File: src/rtl/hb_pkg.sv
// Shared definitions for the heartbeat monitor: counter widths and FSM state encoding.
package hb_pkg;

  localparam int unsigned CNT_W  = 29;
  localparam int unsigned FCNT_W = 8;

  typedef enum logic [1:0] {
    IDLE  = 2'd0,
    LOCK  = 2'd1,
    ALIVE = 2'd2,
    FAULT = 2'd3
  } hb_state_t;

  // Inclusive unsigned window test used to judge a measured period.
  function automatic logic in_window(input logic [CNT_W-1:0] cnt,
                                     input logic [CNT_W-1:0] lo,
                                     input logic [CNT_W-1:0] hi);
    return (cnt >= lo) && (cnt <= hi);
  endfunction

endpackage

File: src/rtl/sync_edge.sv
// Two-flop synchronizer for the asynchronous heartbeat plus a registered rising-edge pulse.
module sync_edge (
  input  logic clk,
  input  logic rst_n,
  input  logic hb_in,
  output logic hb_sync,
  output logic hb_rise
);

  logic meta;
  logic sync_d;

  always_ff @(posedge clk or negedge rst_n) begin
    if (!rst_n) begin
      meta    <= 1'b0;
      hb_sync <= 1'b0;
      sync_d  <= 1'b0;
      hb_rise <= 1'b0;
    end else begin
      meta    <= hb_in;
      hb_sync <= meta;
      sync_d  <= hb_sync;
      hb_rise <= hb_sync & ~sync_d;
    end
  end

endmodule

File: src/rtl/heartbeat_monitor.sv
// Measures the heartbeat period, locks after LOCK_N good periods and flags drift or loss.
module heartbeat_monitor
  import hb_pkg::*;
#(
  parameter logic [CNT_W-1:0] NOM_PERIOD = 29'd500000000,
  parameter logic [CNT_W-1:0] TOL        = 29'd5000000,
  parameter int unsigned      LOCK_N     = 2
) (
  input  logic              clk,
  input  logic              rst_n,
  input  logic              hb_in,
  input  logic              clr,
  output logic              alive,
  output logic              fault,
  output logic              fault_led,
  output logic [CNT_W-1:0]  last_period,
  output logic [FCNT_W-1:0] fault_cnt
);

  localparam int unsigned      GOOD_W = (LOCK_N < 2) ? 1 : $clog2(LOCK_N + 1);
  localparam logic [CNT_W-1:0] P_LO   = NOM_PERIOD - TOL;
  localparam logic [CNT_W-1:0] P_HI   = NOM_PERIOD + TOL;
  localparam logic [CNT_W-1:0] P_TMO  = P_HI + CNT_W'(1);

  logic              hb_sync;
  logic              hb_rise;
  logic [CNT_W-1:0]  cnt;
  logic              good_c;
  logic              timeout_c;
  hb_state_t         state;
  hb_state_t         state_nx;
  logic [GOOD_W-1:0] good_cnt;
  logic [GOOD_W-1:0] good_nx;
  logic              fault_entry_c;

  sync_edge u_sync (
    .clk     (clk),
    .rst_n   (rst_n),
    .hb_in   (hb_in),
    .hb_sync (hb_sync),
    .hb_rise (hb_rise)
  );

  assign good_c        = in_window(cnt, P_LO, P_HI);
  assign timeout_c     = (cnt == P_TMO) && !hb_rise;
  assign fault_entry_c = (state_nx == FAULT) && (state != FAULT);

  // Period counter restarts at 1 on each edge so the captured value is the full edge-to-edge span.
  always_ff @(posedge clk or negedge rst_n) begin
    if (!rst_n) begin
      cnt         <= '0;
      last_period <= '0;
    end else if (hb_rise) begin
      cnt         <= CNT_W'(1);
      last_period <= cnt;
    end else if (cnt != '1) begin
      cnt <= cnt + CNT_W'(1);
    end
  end

  always_ff @(posedge clk or negedge rst_n) begin
    if (!rst_n) begin
      state    <= IDLE;
      good_cnt <= '0;
    end else begin
      state    <= state_nx;
      good_cnt <= good_nx;
    end
  end

  // Edges take precedence over timeout; the first edge after IDLE or FAULT only restarts measurement.
  always_comb begin
    state_nx = state;
    good_nx  = good_cnt;
    unique case (state)
      IDLE: begin
        if (hb_rise) begin
          state_nx = LOCK;
          good_nx  = '0;
        end
      end
      LOCK: begin
        if (hb_rise) begin
          if (!good_c) begin
            good_nx = '0;
          end else if (good_cnt == GOOD_W'(LOCK_N - 1)) begin
            state_nx = ALIVE;
            good_nx  = '0;
          end else begin
            good_nx = good_cnt + GOOD_W'(1);
          end
        end else if (timeout_c) begin
          state_nx = FAULT;
          good_nx  = '0;
        end
      end
      ALIVE: begin
        if (hb_rise ? !good_c : timeout_c) begin
          state_nx = FAULT;
        end
      end
      FAULT: begin
        if (hb_rise) begin
          state_nx = LOCK;
          good_nx  = '0;
        end
      end
      default: begin
        state_nx = IDLE;
        good_nx  = '0;
      end
    endcase
  end

  always_ff @(posedge clk or negedge rst_n) begin
    if (!rst_n) begin
      alive     <= 1'b0;
      fault     <= 1'b0;
      fault_led <= 1'b0;
      fault_cnt <= '0;
    end else begin
      alive     <= (state_nx == ALIVE);
      fault     <= (state_nx == FAULT);
      fault_led <= fault | (alive & hb_sync);
      if (clr) begin
        fault_cnt <= '0;
      end else if (fault_entry_c && (fault_cnt != '1)) begin
        fault_cnt <= fault_cnt + FCNT_W'(1);
      end
    end
  end

endmodule

File: config.mk
export PLATFORM = sky130hd
export DESIGN_NAME = heartbeat_monitor
export DESIGN_NICKNAME = d
export VERILOG_FILES = /design/src/rtl/hb_pkg.sv /design/src/rtl/sync_edge.sv /design/src/rtl/heartbeat_monitor.sv
export SDC_FILE = /design/constraint.sdc
export NUM_CORES = 1
export LEC_CHECK = 0
export CAP_MARGIN = 20
export CORE_ASPECT_RATIO = 0.7
export CORE_UTILIZATION = 56
export CTS_CLUSTER_DIAMETER = 80
export CTS_CLUSTER_SIZE = 10
export DETAILED_ROUTE_END_ITERATION = 10
export HOLD_SLACK_MARGIN = 0.08
export PLACE_DENSITY = 0.77
export SYNTH_ARGS = -nofsm -noshare
export SYNTH_HDL_FRONTEND = slang
export SYNTH_SLANG_ARGS = --single-unit
File: constraint.sdc
create_clock -name clk -period 3.5 [get_ports clk]
set_input_delay 0.525 -clock clk [delete_from_list [all_inputs] [get_ports clk]]
set_output_delay 0.525 -clock clk [all_outputs]
set_load 0.01 [all_outputs]
Word-level counts from Yosys, hierarchy flattened
Cells that the tools add are included. Widths: inputs -> output; s select.

Bits in registers: 77. Latch bits: 0. Memory bits (writable): 0. Memory bits (read-only): 0. Input bits: 4. Memories: 0.

Add/subtract/negate cells: 3. Multipliers: 0. Div/mod/pow operators: 0. Magnitude comparators: 2. Equality and inequality tests: 12. Shift operators: 0. Mux-type cells: 18. Bitwise logic cells: 4. Reductions and logical operators: 12.

Operators with widths (count): $mux 29 (2); $add 29x1->29 const B (1); $eq 29x29->1 const B (1); $ge 29x29->1 const B (1); $le 29x29->1 const B (1); $ne 29x29->1 const B (1); $mux 2 (11); $mux 8 (2); $add 8x1->8 const B (1); $eq 2x2->1 const B (4); $ne 8x8->1 const B (1); $pmux 2 s3 (1); $reduce_bool 2->1 (3); $eq 2x1->1 const B (2); $logic_and 1x1->1 (4); $pmux 2 s2 (1); $ne 3x2->1 const B (1); $reduce_and 3->1 (1); $add 2x1->2 const B (1); $and 1x1->1 (2); $logic_not 1->1 (2); $logic_not 2->1 (1); $ne 2x1->1 const B (1); $ne 2x2->1 const B (1); other kinds (4) (4).

Logic depth before layout (Yosys ltp)
Depth in word-level cells: 11. Mapped depth: 10. Depth with buffers taken out: 8.

By module
A second synthesis with hierarchy kept.

Cell total of the unflattened synthesis: 355. Area total of the unflattened synthesis: 3789.9 um^2.

By module, submodules not included: heartbeat_monitor (instances 1, cells each 350, area each 3676.0 um^2, sequential area each 1826.8 um^2); sync_edge (instances 1, cells each 5, area each 113.9 um^2, sequential area each 100.1 um^2).

Worst setup path before layout
Ideal clock, no wire load.

Path kind: register -> register. From: register cnt[9]. To: register fault_cnt[7]. Arrival: 2542 ps. Slack: 880 ps. Stages on the path, launching flop included: 10. Clock period less this slack: 2620 ps. Cell sequence: dfrtp_1 clkbuf_1 nor4b_1 nand4_1 or4_4 a211oi_2 o21ai_2 buf_6 or4_1 a21oi_1.

Cells in the longest elaborated chain, start to end: 10. Elaborated cells on any way between the ends: 16.

RTL lines: from (decl) (line heartbeat_monitor.sv:27) `logic [CNT_W-1:0] cnt;`; from (signal assigned) (line heartbeat_monitor.sv:57) `cnt <= cnt + CNT_W'(1);`; $ge 29x29->1 or $le 29x29->1 (tied branches) (line hb_pkg.sv:18) `return (cnt >= lo) && (cnt <= hi);`; $logic_and 1x1->1 (line hb_pkg.sv:18); $logic_not 1->1 (line heartbeat_monitor.sv:98) `if (hb_rise ? !good_c : timeout_c) begin`; $mux 1 (line heartbeat_monitor.sv:98); $mux 2 (line heartbeat_monitor.sv:98); $pmux 2 s3 (*) (line heartbeat_monitor.sv:75) `unique case (state)`; $eq 2x2->1 (*) (line heartbeat_monitor.sv:46) `assign fault_entry_c = (state_nx == FAULT) && (state != FAULT);`; $logic_and 1x1->1 (*) (line heartbeat_monitor.sv:46); $logic_and 1x1->1 (*) (line heartbeat_monitor.sv:127) `end else if (fault_entry_c && (fault_cnt != '1)) begin`; $reduce_bool 2->1 (no line) (*); to (signal assigned) (line heartbeat_monitor.sv:128) `fault_cnt <= fault_cnt + FCNT_W'(1);`; to (decl) (line heartbeat_monitor.sv:17) `output logic [FCNT_W-1:0] fault_cnt`.

Mark *: on every way between the ends. The rest lies on a longest branch, timed or not. A chain may end at the register's enable or synchronous reset.

Worst setup path after layout
From: register cnt[21]. To: register fault_cnt[3].

The elaborated chain is that of the path after synthesis.

==> summary.md <==
| Metric | Value |
|---|---|
| Grt ovf | `0` |
| Total power | `2.090 mW` |
| #FFs+latches synth | `77` |
| Layout cells sized above 1 | `15.35%` |
| Worst Hold Class | `input port to asynchronous set/reset pin` |
| Total routed wirelength | `7.452 mm` |
| Critical Path Source Type | `flop` |
| Drt first-iter violations | `226` |
| Gr usage total | `23.84%` |
| Top cell type by total area after synthesis | `dfrtp_1` |
| Final period utilization | `83.23%` |
| Unrepaired setup endpoints after global routing | `false` |
| Most common cell in the netlist | `dfrtp_1` |
| Setup repair bufs after CTS | `0` |
| Starting Density | `58.73%` |
| Mapped Avg Cell Area | `10.70 sq um` |
| IO Count | `44` |
| EDFF count, synth | `0` |
| I/O Buffers | `43` |
| Remaining antenna violation count | `0` |
| Post-synth net total | `358` |
| Hold slack | `0.2920 ns` |
| Cell variety after synth | `50` |
| Worst-Margin Slew | `0.9438 ns` |
| First-pass GRT wire length | `12.64 mm` |
| Fin. max-slew vios | `0` |
| H-tree Lvls | `3` |
| Delay-heaviest family, CP | `simple AND/OR/NAND/NOR gates` |
| Later-pin clock latency in the skew report | `0.34 ns` |
| Clock Sink Count | `77` |
| Mapped Area | `3704 sq um` |
| Post-synthesis compound-gate area fraction | `8.311%` |
| Synth warnings | `0` |
| Max Cap Viol | `0` |
| Synthesis-to-layout area growth | `19.73%` |
| Reg2Reg Launch Point | `cnt[21]$_DFFE_PN0P_` |
| Placed cells | `453` |
| Chip height | `70.04 microns` |
| Hold Fails Final Rpt | `0` |
| Fin cells | `469` |
| Num CTS Buffers | `9` |
| Largest net degree at the start of global routing | `78` |
| PwrDens | `471.3 nW/um^2` |
| Final Cell Area | `4434 sq um` |
| Arrival time at the worst endpoint | `3.18 ns` |
| VDD IR max | `0.4546 mV` |
| Fraction of registers with async set/reset | `100.0%` |
| Initial antenna violation count | `0` |
| Register area share after synthesis | `52.03%` |
| First-pass iteration count of the detailed router | `8` |
| CP bufs+invs | `0` |
| Fin crit period | `2.913 ns` |
| CP Capture Type | `flop` |
| PostCTS Resize Cnt | `0` |
| Synth Flop Type | `dfrtp_1` |
| Routed vias | `2749` |
| Number of fill cells | `453` |
| CP Max Fanout | `14` |
| Full die area | `6948 sq um` |
| Max Fclk | `0.3433 GHz` |
| Multiplexer share of the synthesized area | `9.122%` |
| Main combinational cell family by area after synthesis | `simple AND/OR/NAND/NOR gates` |
| Critical path's slowest cell | `or4_4` |
| Clk buf depth | `2` |
| CTS tree | `built` |
| Synth Area in Adders | `2.703%` |
| Share of the synthesized area in the top cell type | `52.03%` |
| Ant diodes | `0` |
| Die Wd | `99.20 microns` |
| DR vias/cell | `5.861` |
| Nets | `398` |
| Outcome | `completed` |
| Critical path type | `flop to flop` |
| Synth top area cells | `dfrtp_1 (52%), mux2_2 (9.1%), nor2_1 (4.4%), xor2_1 (4.0%), ha_1 (2.7%)` |
| Commonest cells in the synthesized netlist | `dfrtp_1 (77), nor2_1 (43), mux2_2 (30), nand3_1 (18), xor2_1 (17)` |
| WP data required | `3.76 ns` |
| Crit-path max cell delay | `0.55 ns` |
| CP cell instances | `nor4_1 -> nand4_1 -> or4_4 -> a211oi_2 -> o21ai_2 -> or4_1 -> a21oi_1` |
| # DRC | `0` |
| Slew HR | `37.08%` |
| Clock slew at reported path FFs | `0.07 ns` |
| Clk root buf | `clkbuf_8` |
| WL per Instance | `15.89 microns` |
| Core ar. | `6306 sq um` |
| Pleak | `1.961 nW` |
| GPL Wtd Cong | `0.8481` |
| Vias in the first global route | `2622` |
| Site Rows | `24` |
| Setup-failing EPs final | `0` |
| Hold_buf cts | `0` |
| TNS Setup | `0 ns` |
| Syn Inst Count | `346` |
| HPWL Detailed | `4.978 mm` |
| Clock Skew | `0.006690 ns` |
| Simple-gate portion of the synthesized area | `18.61%` |
| Post-Synth XOR/XNOR Area | `6.149%` |
| R2R Setup Slk | `0.59 ns` |
| Placed Area | `4177 sq um` |
| CP startpoint | `cnt[21]$_DFFE_PN0P_` |
==> logic make-up (layout without fill, tap and decap cells) <==
kind of cell | after synthesis | in the layout
mux | 30 | 30
compound gates | 46 | 46
flops | 77 | 77
xor+xnor | 26 | 26
simple gates | 132 | 132
buf+inv | 27 | 72
fa+ha+maj | 8 | 8
==> final timing paths <==
kind                                          endpoint  cells after the start
setup reg to reg              fault_cnt[3]$_DFFE_PN0P_                      7
hold reg to reg               u_sync.hb_sync$_DFF_PN0_                      0
max in group asynchronous     u_sync.hb_rise$_DFF_PN0_                      1
setup / recovery              fault_cnt[3]$_DFFE_PN0P_                      7
hold / removal             last_period[16]$_DFFE_PN0P_                      1
min in group clk              u_sync.hb_sync$_DFF_PN0_                      0
==> sequential cells by signal, summed over array words and instances, names as in the netlist <==
register        flops
u_sync.sync_d       1
cnt                29
fault               1
state               2
fault_cnt           8
u_sync.meta         1
u_sync.hb_sync      1
last_period        29
good_cnt            2
fault_led           1
u_sync.hb_rise      1
alive               1
==> cell usage in the layout (no fill, tap or decap), types with 10 or more instances in the layout <==
cell	instances
a21oi_1	14
clkbuf_8	11
clkdlybuf4s50_1	42
dfrtp_1	76
inv_1	10
mux2_2	30
nand2_1	16
nand3_1	18
nor2_1	43
xor2_1	17
==> per-layer routing <==
metal,wire [microns],up-vias,GRT usage [%],part of all wire [%]
met5,0,-,0,0
li1,-,1307,-,-
met4,71,0,8.497,0.95
met3,485,7,6.907,6.5
met1,3673,1346,35.44,49
met2,3222,89,33.26,43
==> through the flow <==
stage          util [%]  worst slack (ns)
2_1_floorplan         -            0.8800
3_3_place_gp      66.23            0.7049
3_5_place_dp      66.23            0.6140
4_1_cts           70.32            0.5788
5_1_grt           70.32            0.3474
6_report          70.32            0.5870
==> final cells by class <==
| class | instances | area (sq um) | area share [%] |
|---|---|---|---|
| inverter | 10 | 37.54 | 0.8465 |
| sequential | 77 | 1928 | 43.48 |
| multi-input combinational | 242 | 1663 | 37.50 |
| clock inverter | 5 | 106.4 | 2.398 |
| tap | 78 | 97.59 | 2.201 |
| timing repair buffer | 46 | 450.4 | 10.16 |
| clock buffer | 11 | 151.4 | 3.414 |
==> report_power, final <==
part           internal [mW]  switching (mW)  leakage, nW
clock                  0.514           0.315        0.126
sequential             0.936          0.0566         1.05
combinational          0.111           0.158        0.783
==> worst reg2reg max path, cell delays in order (launching register included) <==
cell,delay (ns)
dfrtp_1,0.44
nor4_1,0.40
nand4_1,0.23
or4_4,0.55
a211oi_2,0.32
o21ai_2,0.20
or4_1,0.52
a21oi_1,0.17
No activity file was read; power rests on OpenSTA's default activity.
==> variant 1: new RTL, same flow settings <==
Encoding of `hb_state_t`: now Gray code (2 bits for 4 states).
--- a/src/rtl/hb_pkg.sv
+++ b/src/rtl/hb_pkg.sv
@@ -6,8 +6,8 @@
 
   typedef enum logic [1:0] {
-    IDLE  = 2'd0,
-    LOCK  = 2'd1,
-    ALIVE = 2'd2,
-    FAULT = 2'd3
+    IDLE  = 2'b00,
+    LOCK  = 2'b01,
+    ALIVE = 2'b11,
+    FAULT = 2'b10
   } hb_state_t;
 
Behaviour: no difference found for any inputs over 10 cycles, from zero or initial values and one cycle with rst_n low; not proved beyond that.
==> variant 1 against the unedited design <==
Setup slack better by 0.20 ns. Routed wire length grew 9.7%. Design area is 1.3% higher. Synthesized cell count is 7.2% higher. Highest routed layer unchanged. Area after synthesis rose by 3.2%. Clock power fell by 15%. Global-route usage rose by 1.4 points. Power fell by 10%. Sequential cell count unchanged. Die area up 3.1%. Critical path depth shrank 1. First-iteration DRC count up 44%.
==> variant 1: results (changes against the unedited design) <==
Cells and area:
- The layout buffering overhead excluding clock cells was 0.0981 (-0.00350).
- The number of ordinary and repair buffers in the finished layout is 45 (-2.2%).
- The filler cell count in the final layout is 494 (+9.1%).
- The count of multi-input combinational gates came to 264 (+9.1%).
- The area growth from synthesis to layout is 17.5%.
- The ratio of cells with drive above 1 in the final layout is 0.135 (-0.0180).
- The number of inverters outside the clock class in the layout was 4 (-6).

GRT:
- The total global routing track utilization came to 0.253 (+0.0145).
- The fraction of met3 tracks used by global routing came to 0.0721 (+0.00307).
- The met2 track demand over resource in global routing came to 0.372 (+0.0396).
- The first-pass GRT wire length is 13,900 um (+9.7%).
- The number of global-route vias before repair was 2,813 (+7.3%).

Logic synthesis:
- The commonest cells after synthesis are 77 x sky130_fd_sc_hd__dfrtp_1, 34 x sky130_fd_sc_hd__nor2_1, 29 x sky130_fd_sc_hd__mux2_2, 29 x sky130_fd_sc_hd__nand2_1, 18 x sky130_fd_sc_hd__clkbuf_1.
- The net count of the mapped netlist is 379 (+5.9%).
- After synthesis, the cell types taking the most area are sky130_fd_sc_hd__dfrtp_1 50%, sky130_fd_sc_hd__mux2_2 8.5%, sky130_fd_sc_hd__nor2_1 3.3%, sky130_fd_sc_hd__nand2_1 2.8%, sky130_fd_sc_hd__xnor2_1 2.7%.
- The portion of the post-synthesis area used by sequential elements came to 0.504 (-0.0162).

Clocking:
- The later-pin clock latency in the skew report is 0.36 ns (+0.02 ns).

Critical path:
- The worst path arrival time is 2.95 ns (-0.23 ns).
- The largest individual stage delay along the critical path comes from the cell sky130_fd_sc_hd__nor4_1.

Power:
- The leakage component of the power is 1.98 nW (+0.77%).
- The largest vdd supply drop was 0.265 mV (-42%).
- The internal power contribution is 1.39 mW (-11%).
- The clock group power is 702 uW (-15%).

Drt:
- The length of the first detailed-routing pass in iterations is 4 (-4).
- The via count normalized by instance count came to 5.96 (+1.6%).

Place:
- The count of placed standard cells including taps is 480 (+6.0%).
- The routability-driven placement congestion ratio was 0.825 (-2.7%).
- The detailed placement HPWL is 5530 um (+11%).

Run status:
- The flow ran to the end, and the final reports show no timing, DRC or antenna violations.
variant 1: changes by cell type in the layout (fill, tap and decap cells not counted), moves of 6 or more:
cell / before / now
sky130_fd_sc_hd__nor4_1: 3 / 13
sky130_fd_sc_hd__nand2b_1: 1 / 7
sky130_fd_sc_hd__nand2_1: 16 / 29
sky130_fd_sc_hd__inv_1: 10 / 4
sky130_fd_sc_hd__xor2_1: 17 / 10
sky130_fd_sc_hd__nor2b_1: 1 / 7
sky130_fd_sc_hd__nor2_1: 43 / 34
variant 1: kinds of logic after synthesis:
kind of cell               share of synthesized area
AOI/OAI and AO/OA                             0.0831
xor gates and xnor gates                      0.0504
adders and majority gates                     0.0131
buffers and inverters                         0.0311
DFF                                            0.504
muxes                                         0.0939
and+or+nand+nor                                0.224
variant 1: metal layers:
layer / up-vias / wire length, um / share of wire
met5: - / 0 / 0
li1: 1397 / - / -
met2: 98 / 3660 / 0.45
met4: 0 / 137 / 0.017
met1: 1452 / 3860 / 0.47
met3: 14 / 518 / 0.063
==> variant 2: new RTL, same flow settings <==
Without the edit above. Set the parameter `LOCK_N` to 4 (it was 2).
--- a/src/rtl/heartbeat_monitor.sv
+++ b/src/rtl/heartbeat_monitor.sv
@@ -5,5 +5,5 @@
   parameter logic [CNT_W-1:0] NOM_PERIOD = 29'd500000000,
   parameter logic [CNT_W-1:0] TOL        = 29'd5000000,
-  parameter int unsigned      LOCK_N     = 2
+  parameter int unsigned      LOCK_N     = 4
 ) (
   input  logic              clk,
Behaviour: no difference found for any inputs over 10 cycles, from zero or initial values and one cycle with rst_n low; that may be too few to reach the edited logic, so the function may still have changed.
==> variant 2 against the unedited design <==
Global-route usage increased by 0.74 points. Via count increased by 1.4%. Routed wire length grew 2.4%. Power fell by 6.2%. Critical path depth unchanged. Synthesized cell count up 2.3%. Worst hold slack improved by 0.017 ns. Fmax is 4.7% higher. Design area rose by 2.0%. Setup slack improved by 0.13 ns. Area after synthesis rose by 3.2%. Sequential cell count rose by 1. Critical path type unchanged. Critical endpoint is now fault_cnt[0]$_DFFE_PN0P_. Largest cell class unchanged. Largest power group unchanged.
==> variant 2: results (changes against the unedited design) <==
GRT:
- The total global routing track utilization is 0.246 (+0.00738).
- The met2 track demand over resource in global routing is 0.338 (+0.00534).
- The met1 global-route usage is 0.361 (+0.00668).

Cells and area:
- The layout buffering overhead excluding clock cells is 0.101 (-0.000363).
- The area growth from synthesis to layout is 18.4%.
- The number of inverters outside the clock class in the layout came to 14 (+4).
- The count of nets after finishing is 411 (+3.3%).
- The fraction of standard cell area in multi-input logic came to 0.386 (+0.0111).
- The number of ordinary and repair buffers in the finished layout is 47 (+2.2%).

Drt:
- The via count normalized by instance count is 5.64 (-3.7%).
- The routed length per instance is 15.4 um (-2.8%).
- The wire length on met2 is 3330 um (+3.4%).
- The length of routed wiring on met1 is 3720 um (+1.4%).

Power:
- The proportion of power drawn by combinational gates is 0.146 (+0.017).

Place:
- The count of placed standard cells including taps is 478 (+5.5%).
- The detailed placement HPWL is 5290 um (+6.2%).
- The routability-driven placement congestion ratio came to 0.853 (+0.61%).

Run status:
- The flow ran to the end, and the final reports show no timing, DRC or antenna violations.

Logic synthesis:
- The distinct cell type count after synthesis is 57 (+14%).
- The compound-cell area share of the yosys netlist is 0.0809 (-0.00223).
- The portion of the post-synthesis area used by sequential elements was 0.511 (-0.00946).

Timing:
- The worst-margin pin slew is 0.959 ns (+0.0149 ns).
- The final setup skew came to 0.00769 ns (+0.000996 ns).

Critical path:
- The worst register-to-register path ends at fault_cnt[0]$_DFFE_PN0P_.
- The worst register-to-register path begins at cnt[17]$_DFFE_PN0P_.
variant 2: cell types whose count changed in the layout (fill, tap and decap cells not counted), moves of 3 or more:
cell and change:
sky130_fd_sc_hd__xnor2_1 +4, sky130_fd_sc_hd__nor2_1 -5, sky130_fd_sc_hd__and3_1 +5, sky130_fd_sc_hd__o21ai_0 -4, sky130_fd_sc_hd__xor2_1 -6, sky130_fd_sc_hd__nand4_1 -4
sky130_fd_sc_hd__inv_1 +4, sky130_fd_sc_hd__mux2_1 +3
variant 2: critical path, stage by stage, from the launching register on:
cell                        delay, ns
sky130_fd_sc_hd__dfrtp_1         0.47
sky130_fd_sc_hd__nand4bb_1       0.29
sky130_fd_sc_hd__or2_0           0.25
sky130_fd_sc_hd__o221ai_1        0.16
sky130_fd_sc_hd__o311a_1         0.26
sky130_fd_sc_hd__a2bb2oi_1       0.72
sky130_fd_sc_hd__nor2_1          0.17
sky130_fd_sc_hd__mux2_1          0.35
